<file path="src/rtl/burst_rr_scheduler_if.sv">
// Requester/scheduler handshake bundle for burst_rr_scheduler.
// The master side drives requests and beat qualifiers; the slave side is the scheduler.
interface burst_rr_scheduler_if #(
    parameter int PORTS     = 4,
    parameter int MAX_BURST = 8
);
    localparam int IDX_W = $clog2(PORTS);
    localparam int CNT_W = $clog2(MAX_BURST + 1);

    logic [PORTS-1:0] i_req_vec;
    logic             i_ready;
    logic             i_last;
    logic [PORTS-1:0] o_grant_vec;
    logic [IDX_W-1:0] o_grant_idx;
    logic             o_grant_valid;
    logic [CNT_W-1:0] o_beat_cnt;
    logic             o_preempt;

    modport master (
        output i_req_vec, i_ready, i_last,
        input  o_grant_vec, o_grant_idx, o_grant_valid, o_beat_cnt, o_preempt
    );

    modport slave (
        input  i_req_vec, i_ready, i_last,
        output o_grant_vec, o_grant_idx, o_grant_valid, o_beat_cnt, o_preempt
    );
endinterface

</file>
<file path="src/rtl/burst_rr_scheduler.sv">
// Burst-granular round-robin scheduler: one port owns the resource until it releases,
// signals last, or exhausts its MAX_BURST quota; one idle cycle separates grants.
module burst_rr_scheduler #(
    parameter int PORTS     = 4,
    parameter int MAX_BURST = 8
) (
    input logic                i_clk,
    input logic                i_rstn,
    burst_rr_scheduler_if.slave bus
);
    localparam int IDX_W = $clog2(PORTS);
    localparam int CNT_W = $clog2(MAX_BURST + 1);

    localparam logic [0:0] S_IDLE  = 1'b0;
    localparam logic [0:0] S_GRANT = 1'b1;

    logic [0:0]       r_state;
    logic [PORTS-1:0] r_grant_vec;
    logic [IDX_W-1:0] r_grant_idx;
    logic             r_grant_valid;
    logic [CNT_W-1:0] r_beat_cnt;
    logic             r_preempt;
    logic [IDX_W-1:0] r_last_idx;

    logic             arb_found;
    logic [IDX_W-1:0] arb_idx;
    logic [IDX_W-1:0] cand;
    logic             own_req;
    logic             beat;
    logic             at_quota;
    logic             grant_end;
    logic             preempt_nxt;

    // Scan downward in rotation distance so the nearest requester after r_last_idx wins.
    always_comb begin
        arb_found = 1'b0;
        arb_idx   = '0;
        cand      = '0;
        for (int k = PORTS; k >= 1; k--) begin
            cand = IDX_W'((int'(r_last_idx) + k) % PORTS);
            if (bus.i_req_vec[cand]) begin
                arb_found = 1'b1;
                arb_idx   = cand;
            end
        end
    end

    assign own_req     = bus.i_req_vec[r_grant_idx];
    assign beat        = r_grant_valid & own_req & bus.i_ready;
    assign at_quota    = (r_beat_cnt == CNT_W'(MAX_BURST - 1));
    assign grant_end   = !own_req | (beat & bus.i_last) | (beat & at_quota);
    // A last beat that coincides with the quota is a normal finish, not a preemption.
    assign preempt_nxt = beat & at_quota & !bus.i_last;

    always_ff @(posedge i_clk) begin
        if (!i_rstn) begin
            r_state       <= S_IDLE;
            r_grant_vec   <= '0;
            r_grant_idx   <= '0;
            r_grant_valid <= 1'b0;
            r_beat_cnt    <= '0;
            r_preempt     <= 1'b0;
            r_last_idx    <= IDX_W'(PORTS - 1);
        end else begin
            r_preempt <= 1'b0;
            case (r_state)
                S_IDLE: begin
                    if (arb_found) begin
                        r_state       <= S_GRANT;
                        r_grant_vec   <= {{(PORTS-1){1'b0}}, 1'b1} << arb_idx;
                        r_grant_idx   <= arb_idx;
                        r_grant_valid <= 1'b1;
                        r_beat_cnt    <= '0;
                    end
                end
                S_GRANT: begin
                    if (grant_end) begin
                        r_state       <= S_IDLE;
                        r_grant_vec   <= '0;
                        r_grant_idx   <= '0;
                        r_grant_valid <= 1'b0;
                        r_beat_cnt    <= '0;
                        r_last_idx    <= r_grant_idx;
                        r_preempt     <= preempt_nxt;
                    end else if (beat) begin
                        r_beat_cnt <= r_beat_cnt + 1'b1;
                    end
                end
                default: r_state <= S_IDLE;
            endcase
        end
    end

    assign bus.o_grant_vec   = r_grant_vec;
    assign bus.o_grant_idx   = r_grant_idx;
    assign bus.o_grant_valid = r_grant_valid;
    assign bus.o_beat_cnt    = r_beat_cnt;
    assign bus.o_preempt     = r_preempt;
endmodule

</file>
<file path="src/flat_wrapper.sv">
// flat-port wrapper written by rule: the top's interface ports become plain ports
module burst_rr_scheduler_flat 
#(
    parameter int PORTS     = 4,
    parameter int MAX_BURST = 8
)
  (i_clk, i_rstn, bus_i_req_vec, bus_i_ready, bus_i_last, bus_o_grant_vec, bus_o_grant_idx, bus_o_grant_valid, bus_o_beat_cnt, bus_o_preempt);
  burst_rr_scheduler_if #(.PORTS(PORTS), .MAX_BURST(MAX_BURST)) bus_i ();
  input logic i_clk;
  input logic i_rstn;
  input wire logic [$bits(bus_i.i_req_vec)-1:0] bus_i_req_vec;
  input wire logic [$bits(bus_i.i_ready)-1:0] bus_i_ready;
  input wire logic [$bits(bus_i.i_last)-1:0] bus_i_last;
  output wire logic [$bits(bus_i.o_grant_vec)-1:0] bus_o_grant_vec;
  output wire logic [$bits(bus_i.o_grant_idx)-1:0] bus_o_grant_idx;
  output wire logic [$bits(bus_i.o_grant_valid)-1:0] bus_o_grant_valid;
  output wire logic [$bits(bus_i.o_beat_cnt)-1:0] bus_o_beat_cnt;
  output wire logic [$bits(bus_i.o_preempt)-1:0] bus_o_preempt;
  assign bus_i.i_req_vec = bus_i_req_vec;
  assign bus_i.i_ready = bus_i_ready;
  assign bus_i.i_last = bus_i_last;
  assign bus_o_grant_vec = bus_i.o_grant_vec;
  assign bus_o_grant_idx = bus_i.o_grant_idx;
  assign bus_o_grant_valid = bus_i.o_grant_valid;
  assign bus_o_beat_cnt = bus_i.o_beat_cnt;
  assign bus_o_preempt = bus_i.o_preempt;
  burst_rr_scheduler #(.PORTS(PORTS), .MAX_BURST(MAX_BURST)) u_core (.i_clk(i_clk), .i_rstn(i_rstn), .bus(bus_i));
endmodule
</file>
<file path="config.mk">
export PLATFORM = sky130hd
export DESIGN_NAME = burst_rr_scheduler_flat
export DESIGN_NICKNAME = d
export VERILOG_FILES = /design/src/rtl/burst_rr_scheduler_if.sv /design/src/rtl/burst_rr_scheduler.sv /design/src/flat_wrapper.sv
export SDC_FILE = /design/constraint.sdc
export NUM_CORES = 1
export LEC_CHECK = 0
export CELL_PAD_IN_SITES_DETAIL_PLACEMENT = 1
export CELL_PAD_IN_SITES_GLOBAL_PLACEMENT = 1
export CORE_MARGIN = 2
export CORE_UTILIZATION = 34
export DETAILED_ROUTE_END_ITERATION = 16
export PLACE_DENSITY_LB_ADDON = 0.1
export SKIP_LAST_GASP = 1
export SLEW_MARGIN = 20
export SYNTH_ARGS = -nofsm -noshare
export SYNTH_HDL_FRONTEND = slang
export SYNTH_SLANG_ARGS = --single-unit
</file>
<file path="constraint.sdc">
create_clock -name i_clk -period 2.1 [get_ports i_clk]
set_input_delay 0.315 -clock i_clk [delete_from_list [all_inputs] [get_ports i_clk]]
set_output_delay 0.315 -clock i_clk [all_outputs]
set_load 0.05 [all_outputs]
</file>
### After elaboration in Yosys (flattened, before gate mapping)

Cells that the tools add are included.

* output and inout port bits: 12
* bits in read-only memories: 0
* memories: 0
* input port bits: 8
* bits in registers: 15
* latch bits: 0
* bits in writable memories: 0

* $add $sub $neg: 5
* muxes and demuxes: 34
* shift operators: 1
* order comparisons: 5
* equality and inequality tests: 4
* divide/modulo/power cells: 0
* reductions and logical operators: 6
* bitwise gates (word level): 8
* $mul: 0

Operators by type and width (count)
* two-way mux 4 bit: 5
* case mux 4 bit (2 select lines): 2
* less-than comparator 2 x 3 -> 1 bit, second input constant: 5
* two-way mux 1 bit: 13
* two-way mux 2 bit: 6
* binary-select mux 1 bit (select 2 bit): 5
* AND reduction 2 bit: 3
* bitwise AND 1 bit: 5
* adder 2 x 1 -> 2 bit, second input constant: 2
* adder 2 bit, second input constant: 2
* adder 4 x 1 -> 4 bit, second input constant: 1
* equality test 4 x 3 -> 1 bit, second input constant: 1
* case mux 1 bit (2 select lines): 2
* case mux 2 bit (2 select lines): 1
* left shift 1 x 2 -> 4 bit, first input constant: 1
* inequality test 3 bit, second input constant: 1
* AND reduction 3 bit: 1
* zero test 1 bit: 2
* inequality test 2 x 1 -> 1 bit, second input constant: 1
* inequality test 2 bit, second input constant: 1
* bitwise OR 1 bit: 2
* inverter 1 bit: 1

### Logic depth before layout (Yosys ltp)

* word-level depth: 10
* gate-level depth with buffers: 7
* gate-level depth less buffers: 6

### Least setup slack after synthesis

No wires, ideal clock.

* kind: register to register
* start point: reg u_core.r_beat_cnt[0], in the netlist u_core.bus.o_beat_cnt[0]
* end point: reg u_core.r_grant_vec[1], in the netlist u_core.bus.o_grant_vec[1]
* period minus slack after synthesis: 1982 ps
* slack: 118 ps
* setup time: 117 ps
* stages on the path, launching flop included: 8
* buffers on the path: 1
* arrival: 1865 ps
* path through: dfxtp_1 > ha_1 > nand3b_1 > a21o_1 > a21o_1 > and2_1 > buf_6 > a22o_2

* longest elaborated chain between the ends: 5

RTL lines
* start, declared: line burst_rr_scheduler.sv:21 `logic [CNT_W-1:0] r_beat_cnt;`
* start signal, assigned: line burst_rr_scheduler.sv:86 `r_beat_cnt <= r_beat_cnt + 1'b1;`
* equality test 4 x 3 -> 1 bit: line burst_rr_scheduler.sv:50 `assign at_quota = (r_beat_cnt == CNT_W'(MAX_BURST - 1));`
* bitwise AND 1 bit: line burst_rr_scheduler.sv:51 `assign grant_end = !own_req | (beat & bus.i_last) | (beat & at_quota);`
* bitwise OR 1 bit: line burst_rr_scheduler.sv:51
* inequality test 2 bit (no line)
* AND reduction 2 bit (no line)
* end signal, assigned: line burst_rr_scheduler.sv:70 `r_grant_vec <= {{(PORTS-1){1'b0}}, 1'b1} << arb_idx;`
* end, declared: line burst_rr_scheduler.sv:18 `logic [PORTS-1:0] r_grant_vec;`

Every way passes these cells.
A chain may end at the register's enable or synchronous reset.

### Worst setup path in the final report

* start point: reg u_core.r_grant_idx[1], in the netlist u_core.bus.o_grant_idx[1]
* end point: out bus_o_grant_idx[1]

RTL lines
* start, declared: line burst_rr_scheduler.sv:19 `logic [IDX_W-1:0] r_grant_idx;`
* start signal, assigned: line burst_rr_scheduler.sv:71 `r_grant_idx <= arb_idx;`
* end, declared: line flat_wrapper.sv:15 `output wire logic [$bits(bus_i.o_grant_idx)-1:0] bus_o_grant_idx;`

No word-level cell between the ends.

==> results.tsv <==
metric	value	unit
core	0.00200	sq mm
switching_share	0.336	
grt_pass1_vias	798	
routed_wl	2.00	mm
slowest_delay	850	ps
synth_edf_count	0	
timing.fmax	525	MHz
maxSlewViolCount	0	
io_pins	20	
syn_avg_cell_area	9.01	sq um
seq_power_share	0.469	
rows	16	
root_buffer	clkbuf_4	
status	finished clean	
grt_pass1_wl	3.57	mm
grt_max_degree	10	
syn-num-nets	90	
p_leak	0.425	nW
first_pass_iters	3	
fp.dieArea	0.00253	sq mm
cp-end-kind	output pin	
ys_ff_latch	15	
antenna_found_initial	0	
drt-initial-drc-count	4	
mostFrequentLayoutCells	19 x clkdlybuf4s50_1, 15 x dfxtp_1, 10 x nor2_1, 8 x nand2_1, 8 x buf_4	
switching_power	234	uW
skew	2.33	ps
p_int	464	uW
die_y	50.3	microns
crit_chain	clkdlybuf4s50_1	
final_hold_viol_count	0	
arrival	1590	ps
antenna_cells	0	
synth_warnings	0	
crit_fanout	6	
clock_path_buffers	2	
cap_violations	0	
final_common_cell	clkdlybuf4s50_1	
cts_buffers	3	
start_kind	register	
h-tree-depth	1	
postCtsSetupRepairBufs	0	
holdCritPathClass	reg -> reg	
cellPowerDensity	678	mW/mm^2
cts_repair_resize_count	0	
p_comb_frac	0.290	
tns	0	ps
die_width	50.3	microns
numPortBuffers	19	
dpl.cell_count	134	
drc	0	
gp_congestion	0.724	
setup.worst_path.class	reg -> out	
synthTopCellsByArea	dfxtp_1 41%, mux2i_1 6.9%, nor2_1 5.1%	
stdcell_count	138	
critical_path_buf_inv_count	1	
cts_sinks	15	
ys_seq_area_frac	0.412	
grt_usage	0.185	
cts_hold_buf	0	
path_clk_slew	90	ps
ant_nets	0	
syn_inst	81	
setup_violations	0	
rsz0062_at_grt	no	
routedWlPerCell	14.5	microns
hpwl	1.56	mm
drive_above_1_share	0.153	
vias_per_cell	5.09	
tritoncts	done	
synth_cell_types	27	
vias	702	
area_delta_synth_final	41.2	%
fin_nets	121	
clk_latency	280	ps
synth_area	729	sq um
required	1780	ps
crit_family	buffers and inverters	
pre_cts_ws	-15.7	ps
cp_slowest_cell	clkdlybuf4s50_1	
period_minus_slack	1910	ps
grt-ovfl-total	0	
synth_async_sr_flop_share	0	
synth_top_cell_by_area	dfxtp_1	
period_share	0.908	
hold_ws	475	ps
p_clk_frac	0.241	
ys.flop_type	dfxtp_1	
start_util	0.364	
yosysTopAreaCellShare	0.412	
worstMarginPinSlew	522	ps
relSlewSlack	0.651	
layout_setup_ws	194	ps
ir_worst_vdd	335	uV
[flip-flops by register name, indices dropped and copies added (netlist names)]
signal	cells
u_core.bus.o_beat_cnt	4
u_core.bus.o_grant_valid	1
u_core.r_last_idx	2
u_core.bus.o_grant_idx	2
u_core.bus.o_grant_vec	4
u_core.r_state	1
u_core.bus.o_preempt	1
[power groups by stage]
stage	logic, mW	registers [mW]	clock network (mW)
2_1_floorplan	0.0784	0.376	0
3_3_place_gp	0.198	0.333	0
3_5_place_dp	0.202	0.335	0
4_1_cts	0.204	0.328	0.175
5_1_grt	0.220	0.331	0.190
6_report	0.202	0.328	0.168
[metal layers]
metal	vias up	part of all wire	global-route usage
met2	17	0.52	0.349
li1	353	-	-
met4	0	0.014	0.0676
met1	328	0.43	0.204
met5	-	0	0
met3	4	0.038	0.0357
[cell families after synthesis]
logic type                 count (synthesis)  synth area share
AOI/OAI and AO/OA                         22             0.209
xor gates and xnor gates                   3            0.0360
adders and majority gates                  1            0.0171
buffers and inverters                      4            0.0309
DFF                                       15             0.412
muxes                                      6            0.0840
and+or+nand+nor                           30             0.211
[cells in the mapped netlist (2+ instances only)]
cell type  count
xnor2_1        3
nand3_1        2
mux2i_1        5
nor2_1        10
o2bb2ai_1      3
a211oi_1       2
a21oi_1        6
nand2b_1       2
dfxtp_1       15
a22o_2         2
a21o_1         4
o22ai_1        2
inv_1          3
nand2_1        8
o21ai_0        2
[area by class of cell]
class / instances / area (sq um)
Clock buffer: 3 / 22.5
Clock inverter: 1 / 5.00
Fill cell: 245 / 972
Inverter: 3 / 11.3
Multi-Input combinational cell: 62 / 407
Sequential cell: 15 / 300
Tap cell: 27 / 33.8
Timing Repair Buffer: 27 / 250
[metrics by stage]
step	power, mW	util	cell area (sq um)
floorplan	0.455	-	729
CTS	0.707	0.514	1030
global placement	0.531	0.501	1000
global route	0.742	0.514	1030
finish	0.698	0.514	1030
detailed placement	0.536	0.501	1000
[final timing paths]
check	startpoint	endpoint	slack, ps	depth (start not counted)
max reg2reg	u_core.bus.o_beat_cnt[0]$_SDFFE_PN0P_	u_core.bus.o_grant_vec[3]$_SDFFE_PN0P_	380	6
min reg2reg	u_core.bus.o_grant_vec[2]$_SDFFE_PN0P_	u_core.bus.o_grant_vec[2]$_SDFFE_PN0P_	480	1
min	u_core.bus.o_grant_vec[2]$_SDFFE_PN0P_	u_core.bus.o_grant_vec[2]$_SDFFE_PN0P_	480	1
max	u_core.bus.o_grant_idx[1]$_SDFFE_PN0P_	bus_o_grant_idx[1]	190	1
No activity file was read; power rests on OpenSTA's default activity.
